**config.mk**
```make
export PLATFORM = sky130hd
export DESIGN_NAME = core_pipeline_ctrl_flat
export DESIGN_NICKNAME = d
export VERILOG_FILES = /design/src/rtl/CSR_Typedefs.sv /design/src/rtl/core_pipeline_ctrl_if.sv /design/src/rtl/stall_prio_enc.sv /design/src/rtl/core_pipeline_ctrl.sv /design/src/flat_wrapper.sv
export SDC_FILE = /design/constraint.sdc
export NUM_CORES = 1
export LEC_CHECK = 0
export ABC_AREA = 1
export BUFFER_PORTS_ARGS = -buffer_cell sky130_fd_sc_hd__buf_2
export CORE_AREA = 2 2 69 71
export DETAILED_ROUTE_END_ITERATION = 8
export DIE_AREA = 0 0 71 73
export PLACE_DENSITY = 0.73
export SLEW_MARGIN = 5
export SYNTH_ARGS = -nofsm -noshare
export SYNTH_HDL_FRONTEND = slang
export SYNTH_HIERARCHICAL = 1
export SYNTH_SLANG_ARGS = --single-unit
```
**constraint.sdc**
```tcl
create_clock -name clk -period 1.85 [get_ports clk]
set_clock_uncertainty 0.2 [all_clocks]
set_input_delay 0.555 -clock clk [delete_from_list [all_inputs] [get_ports clk]]
set_output_delay 0.555 -clock clk [all_outputs]
set_load 0.02 [all_outputs]
```
**src/rtl/CSR_Typedefs.sv**
```systemverilog
// Shared CSR type package for the RV32I core.
// Also holds the pipeline controller FSM state type.
package CSR_Typedefs;

  typedef logic [11:0] csr_addr_t;
  typedef logic [31:0] csr_data_t;

  typedef enum logic [1:0] {
    RUN    = 2'd0,
    REFILL = 2'd1,
    WAIT   = 2'd2
  } pipe_ctrl_state_e;

endpackage

```
**src/rtl/core_pipeline_ctrl_if.sv**
```systemverilog
// Control bundle between EX/ExceptionCtrl and the pipeline controller.
// master: controller side (drives stall/redirect/flush/WFI/retire).
interface core_pipeline_ctrl_if #(
  parameter int STALL_REQ_NUM = 1,
  parameter int PIPE_DEPTH    = 3
);
  localparam int SW = $clog2(STALL_REQ_NUM) + 1;

  logic [STALL_REQ_NUM-1:0] stall_req;
  logic                     inst_valid_ex;
  logic                     jump_en_ex;
  logic [31:0]              jump_addr_ex;
  logic                     exception_occurred;
  logic [31:0]              exception_jump_addr;
  logic                     wfi_ex;
  logic                     any_interrupt_come;

  logic                     stall_n;
  logic [SW-1:0]            stall_src;
  logic                     jump_en;
  logic [31:0]              jump_addr;
  logic [PIPE_DEPTH-1:0]    flush;
  logic                     hold_flag;
  logic                     clearing_pipeline;
  logic                     wait_for_interrupt;
  logic                     instruction_retire;
  logic [63:0]              retire_count;

  modport master (
    input  stall_req, inst_valid_ex, jump_en_ex, jump_addr_ex,
    input  exception_occurred, exception_jump_addr,
    input  wfi_ex, any_interrupt_come,
    output stall_n, stall_src, jump_en, jump_addr, flush,
    output hold_flag, clearing_pipeline, wait_for_interrupt,
    output instruction_retire, retire_count
  );

  modport slave (
    output stall_req, inst_valid_ex, jump_en_ex, jump_addr_ex,
    output exception_occurred, exception_jump_addr,
    output wfi_ex, any_interrupt_come,
    input  stall_n, stall_src, jump_en, jump_addr, flush,
    input  hold_flag, clearing_pipeline, wait_for_interrupt,
    input  instruction_retire, retire_count
  );
endinterface

```
**src/rtl/stall_prio_enc.sv**
```systemverilog
// Priority encoder: {valid, index} of lowest-index set request.
// Ports: i_req (N requests), o_src (valid in MSB, index below).
module stall_prio_enc #(
  parameter  int N  = 1,
  localparam int SW = $clog2(N) + 1
) (
  input  logic [N-1:0]  i_req,
  output logic [SW-1:0] o_src
);

  always_comb begin
    o_src = '0;
    // Walk high to low so the lowest index wins.
    for (int i = N - 1; i >= 0; i--) begin
      if (i_req[i]) o_src = SW'(i) | (SW'(1) << (SW - 1));
    end
  end

endmodule

```
**src/rtl/core_pipeline_ctrl.sv**
```systemverilog
// Pipeline controller: stall, redirect, flush, WFI, retire.
// Ports: clk, rst_n (async low), ctrl (core_pipeline_ctrl_if.master).
// Macro CORE_PIPE_CTRL_RETIRE_CNT_EN builds the 64-bit retire counter.
module core_pipeline_ctrl
  import CSR_Typedefs::*;
#(
  parameter int STALL_REQ_NUM = 1,
  parameter int PIPE_DEPTH    = 3
) (
  input logic                clk,
  input logic                rst_n,
  core_pipeline_ctrl_if.master ctrl
);

  localparam int CW = (PIPE_DEPTH > 2) ? $clog2(PIPE_DEPTH - 1) : 1;
  localparam logic [CW-1:0] RF_INIT = CW'(PIPE_DEPTH - 2);

  pipe_ctrl_state_e r_state;
  logic [CW-1:0]    r_rf_cnt;

  logic w_wait;
  logic w_stall_n;
  logic w_redir;
  logic w_wfi_go;
  logic w_retire;

  assign w_wait    = (r_state == WAIT);
  // In WAIT the pipe is held by hold_flag/flush, not by stall_n.
  assign w_stall_n = w_wait | ~(|ctrl.stall_req);
  assign w_redir   = w_stall_n &
                     (ctrl.exception_occurred | ctrl.jump_en_ex);
  assign w_wfi_go  = ctrl.wfi_ex & w_stall_n &
                     ~ctrl.any_interrupt_come &
                     ~ctrl.exception_occurred;
  assign w_retire  = ctrl.inst_valid_ex & w_stall_n &
                     ~ctrl.exception_occurred & ~w_wait;

  stall_prio_enc #(.N(STALL_REQ_NUM)) u_enc (
    .i_req (ctrl.stall_req),
    .o_src (ctrl.stall_src)
  );

  assign ctrl.stall_n   = w_stall_n;
  assign ctrl.jump_en   = w_redir;
  assign ctrl.jump_addr = ctrl.exception_occurred ?
                          ctrl.exception_jump_addr :
                          ctrl.jump_addr_ex;
  // EX is only cleared by a trap; younger stages on any redirect/WAIT.
  assign ctrl.flush = {
    w_redir & ctrl.exception_occurred,
    {(PIPE_DEPTH-1){w_redir | w_wait}}
  };
  assign ctrl.instruction_retire = w_retire;

  assign ctrl.hold_flag          = w_wait;
  assign ctrl.wait_for_interrupt = w_wait;
  assign ctrl.clearing_pipeline  = (r_state == REFILL);

  always_ff @(posedge clk or negedge rst_n) begin
    if (!rst_n) begin
      r_state  <= RUN;
      r_rf_cnt <= '0;
    end else begin
      case (r_state)
        RUN, REFILL: begin
          if (w_redir) begin
            r_state  <= REFILL;
            r_rf_cnt <= RF_INIT;
          end else if (w_wfi_go) begin
            r_state  <= WAIT;
            r_rf_cnt <= '0;
          end else if (r_state == REFILL && w_stall_n) begin
            // Leave on the cycle the count runs out.
            if (r_rf_cnt <= CW'(1)) begin
              r_state  <= RUN;
              r_rf_cnt <= '0;
            end else begin
              r_rf_cnt <= r_rf_cnt - CW'(1);
            end
          end
        end
        WAIT: begin
          if (ctrl.any_interrupt_come) r_state <= RUN;
        end
        default: begin
          r_state  <= RUN;
          r_rf_cnt <= '0;
        end
      endcase
    end
  end

`ifdef CORE_PIPE_CTRL_RETIRE_CNT_EN
  logic [63:0] r_retire_cnt;

  always_ff @(posedge clk or negedge rst_n) begin
    if (!rst_n)        r_retire_cnt <= '0;
    else if (w_retire) r_retire_cnt <= r_retire_cnt + 64'd1;
  end

  assign ctrl.retire_count = r_retire_cnt;
`else
  assign ctrl.retire_count = '0;
`endif

endmodule

```
**src/flat_wrapper.sv**
```systemverilog
// flat-port wrapper written by rule: the top's interface ports become plain ports
module core_pipeline_ctrl_flat import CSR_Typedefs::*;
#(
  parameter int STALL_REQ_NUM = 1,
  parameter int PIPE_DEPTH    = 3
)
  (clk, rst_n, ctrl_stall_req, ctrl_inst_valid_ex, ctrl_jump_en_ex, ctrl_jump_addr_ex, ctrl_exception_occurred, ctrl_exception_jump_addr, ctrl_wfi_ex, ctrl_any_interrupt_come, ctrl_stall_n, ctrl_stall_src, ctrl_jump_en, ctrl_jump_addr, ctrl_flush, ctrl_hold_flag, ctrl_clearing_pipeline, ctrl_wait_for_interrupt, ctrl_instruction_retire, ctrl_retire_count);
  core_pipeline_ctrl_if #(.STALL_REQ_NUM(STALL_REQ_NUM), .PIPE_DEPTH(PIPE_DEPTH)) ctrl_i ();
  input logic clk;
  input logic rst_n;
  input wire logic [$bits(ctrl_i.stall_req)-1:0] ctrl_stall_req;
  input wire logic [$bits(ctrl_i.inst_valid_ex)-1:0] ctrl_inst_valid_ex;
  input wire logic [$bits(ctrl_i.jump_en_ex)-1:0] ctrl_jump_en_ex;
  input wire logic [$bits(ctrl_i.jump_addr_ex)-1:0] ctrl_jump_addr_ex;
  input wire logic [$bits(ctrl_i.exception_occurred)-1:0] ctrl_exception_occurred;
  input wire logic [$bits(ctrl_i.exception_jump_addr)-1:0] ctrl_exception_jump_addr;
  input wire logic [$bits(ctrl_i.wfi_ex)-1:0] ctrl_wfi_ex;
  input wire logic [$bits(ctrl_i.any_interrupt_come)-1:0] ctrl_any_interrupt_come;
  output wire logic [$bits(ctrl_i.stall_n)-1:0] ctrl_stall_n;
  output wire logic [$bits(ctrl_i.stall_src)-1:0] ctrl_stall_src;
  output wire logic [$bits(ctrl_i.jump_en)-1:0] ctrl_jump_en;
  output wire logic [$bits(ctrl_i.jump_addr)-1:0] ctrl_jump_addr;
  output wire logic [$bits(ctrl_i.flush)-1:0] ctrl_flush;
  output wire logic [$bits(ctrl_i.hold_flag)-1:0] ctrl_hold_flag;
  output wire logic [$bits(ctrl_i.clearing_pipeline)-1:0] ctrl_clearing_pipeline;
  output wire logic [$bits(ctrl_i.wait_for_interrupt)-1:0] ctrl_wait_for_interrupt;
  output wire logic [$bits(ctrl_i.instruction_retire)-1:0] ctrl_instruction_retire;
  output wire logic [$bits(ctrl_i.retire_count)-1:0] ctrl_retire_count;
  assign ctrl_i.stall_req = ctrl_stall_req;
  assign ctrl_i.inst_valid_ex = ctrl_inst_valid_ex;
  assign ctrl_i.jump_en_ex = ctrl_jump_en_ex;
  assign ctrl_i.jump_addr_ex = ctrl_jump_addr_ex;
  assign ctrl_i.exception_occurred = ctrl_exception_occurred;
  assign ctrl_i.exception_jump_addr = ctrl_exception_jump_addr;
  assign ctrl_i.wfi_ex = ctrl_wfi_ex;
  assign ctrl_i.any_interrupt_come = ctrl_any_interrupt_come;
  assign ctrl_stall_n = ctrl_i.stall_n;
  assign ctrl_stall_src = ctrl_i.stall_src;
  assign ctrl_jump_en = ctrl_i.jump_en;
  assign ctrl_jump_addr = ctrl_i.jump_addr;
  assign ctrl_flush = ctrl_i.flush;
  assign ctrl_hold_flag = ctrl_i.hold_flag;
  assign ctrl_clearing_pipeline = ctrl_i.clearing_pipeline;
  assign ctrl_wait_for_interrupt = ctrl_i.wait_for_interrupt;
  assign ctrl_instruction_retire = ctrl_i.instruction_retire;
  assign ctrl_retire_count = ctrl_i.retire_count;
  core_pipeline_ctrl #(.STALL_REQ_NUM(STALL_REQ_NUM), .PIPE_DEPTH(PIPE_DEPTH)) u_core (.clk(clk), .rst_n(rst_n), .ctrl(ctrl_i));
endmodule
```
==> results.yml <==
setup_path:
  worst_setup_path_start_kind: "input pin"
  cpMaxStageDelayCell: "nor2_4"
  critPathArrivalTime_ns: 1.18
  path_cells: "buf_12 -> buf_12 -> nor2_4 -> o21ai_4 -> buf_6"
  cp.required_ns: 1.09
  crit_type: "in2out"
  cp_max_fo: 6
  crit_family: "buffers and inverters"
  reg2reg_setup_slack_ns: 0.59
  critPathBufInv: 3
  critPathMostFrequentCell: "buf_12"
  end_kind: "primary output"
  slowest_delay_ns: 0.16
logic_synthesis:
  ys_types: 16
  yosysTopAreaCellShare: 0.476
  async_flop_share: 1.00
  syn_inst: 196
  netlist_area_sq_mm: 0.00110
  synth_edf_count: 0
  yosys_most_used_dff: "dfrtp_1"
  synth_seq_cells: 2
  synth.most_common_cell: "nand2_1"
  yosysSeqAreaShare: 0.0454
  syn_avg_cell_area_sq_um: 5.63
  synth.top_cells.by_area: "buf_4, nand2_1, dfrtp_1"
  yosys_warnings: 6
  yosys.area.top_type: "buf_4"
  yosys-top-cells-count: "nand2_1, buf_4, inv_1, buf_6, nor2_1"
global_routing:
  grt_max_degree: 35
  gr-total-overflow: 0
  grt_pass1_wl_um: 4080
  antenna_found_initial: 0
  grt_usage: 0.0956
  grt_pass1_vias: 1014
layout:
  syn_to_final_growth_pct: 58.8
  drive_gt1_frac: 0.437
  reg_top3: "u_core/r_state x2"
  num_antenna_cells: 0
  largest_register_ffs: 2
  final_nets: 385
  top_register: "u_core/r_state"
route:
  drtIter0Drc: 32
  vias: 1331
  routed_via_density: 3.65
  wl_um: 3040
  ant_nets: 0
  drt_first_pass_iters: 4
  wl_per_cell_um: 8.32
  drc: 0
clocking:
  cts_buffer_depth: 2
  cts_sinks: 2
  cts_tree: "built"
  clk_latency_ns: 0.21
  h-tree-depth: 1
  numCtsBuffers: 3
  clk_pin_slew_ns: 0.03
  clk_root_buffer_cell: "clkbuf_8"
timing:
  finalSetupViolCount: 29
  finalMaxSlewViolations: 0
  hold_violations: 0
  max_clock_freq_mhz: 516
  post-route-min-period_ns: 1.94
  setup_ws_ns: -0.0882
  rsz0062_at_grt: "yes"
  period_share: 1.05
flow_run:
  drv_cap: 0
floorplan:
  die_h_um: 73
  ios: 178
  core_area_sq_mm: 0.00454
  die_width_um: 71
  die-area_sq_mm: 0.00518
  row_count: 25
  initial_core_util: 0.243
run_status:
  status: "finished, violations left"
  violations: "negative setup slack"
power_and_ir_drop:
  ir_drop_mv: 0.141
  power_density_mw_per_mm2: 428
  leakagePower_uw: 0.00120
  finalPower_uw: 749
place:
  place_ws_ns: -0.157
  gp_congestion: 0.766
  port_buffers: 113
  hpwl_um: 2310
worst_hold_path:
  min_path_type: "reg2reg"
[kinds of logic (layout without fill, tap and decap cells)]
group | Yosys count | in the layout | share of synthesized area
and+or+nand+nor | 111 | 111 | 0.401
buffers and inverters | 81 | 133 | 0.545
DFF | 2 | 2 | 0.0454
other | 1 | 64 | 0.00340
AOI/OAI and AO/OA | 1 | 1 | 0.00453
[layout by cell type, fill, tap and decap left out, types with 2 or more instances in the layout]
master,count
buf_12,2
buf_16,2
buf_2,91
buf_4,6
buf_6,20
clkbuf_8,3
conb_1,64
dfrtp_1,2
inv_1,4
inv_2,2
nand2_1,97
nand2_2,3
nand3_1,2
nor2_1,2
nor2_4,2
[per-layer routing]
layer,GRT usage,share of wire,vias up
met4,0.0314,0,0
li1,-,-,680
met5,0,0,-
met1,0.105,0.36,559
met2,0.191,0.54,92
met3,0.00829,0.10,0
[metrics by stage]
| stage | instance area [sq um] | std cells | util | hold WS [ns] | setup TNS [ns] |
|---|---|---|---|---|---|
| CTS | 1700 | 362 | 0.375 | 0.332 | -1.47 |
| global placement | 1460 | 356 | 0.321 | 0.139 | -3.90 |
| detailed placement | 1460 | 356 | 0.321 | 0.142 | -4.45 |
| floorplan | 1350 | 259 | - | 0.0594 | 0 |
| global route | 1750 | 365 | 0.386 | 0.452 | -2.46 |
| finish | 1750 | 365 | 0.386 | 0.414 | -0.490 |
[power by group]
group	switching (uW)	leakage [uW]	total (uW)	internal (uW)
registers	2.23	0.0000253	49.4	47.2
clock network	31.7	0.0000216	169	137
logic	330	0.00115	531	201
[repair_timing]
action | CTS | global route
hold buffers | 1 | 0
gates cloned | 2 | 0
gates resized for setup | 47 | 9
pin swaps | 7 | 4
hold endpoints to repair | 2 | 0
buffers inserted | 0 | 3
setup endpoints to repair | 38 | 38
[worst register-to-register path: stages, from the launching register on]
cell      delay, ns
dfrtp_1        0.40
nand2_4        0.10
nand2_2        0.06
buf_4          0.13
buf_4          0.12
nand3b_1       0.08
nand2_1        0.05
[layout make-up]
cell class,instances,area (sq um)
well taps,54,67.6
flip-flops and latches,2,50.0
clock buffers,3,41.3
fillers,486,2780
inverters,7,38.8
repair buffers,123,838
multi-input cells,176,717
[path summary, 6_finish.rpt]
check	startpoint	to	cells past startpoint
max in group asynchronous	rst_n	u_core/r_state[1]	2
min reg2reg	u_core/r_state[0]	u_core/r_state[0]	3
min in group asynchronous	rst_n	u_core/r_state[0]	2
min	u_core/r_state[0]	u_core/r_state[0]	3
max	ctrl_exception_occurred	ctrl_flush[0]	5
max reg2reg	u_core/r_state[1]	u_core/r_state[0]	6
No activity file was read; power rests on OpenSTA's default activity.
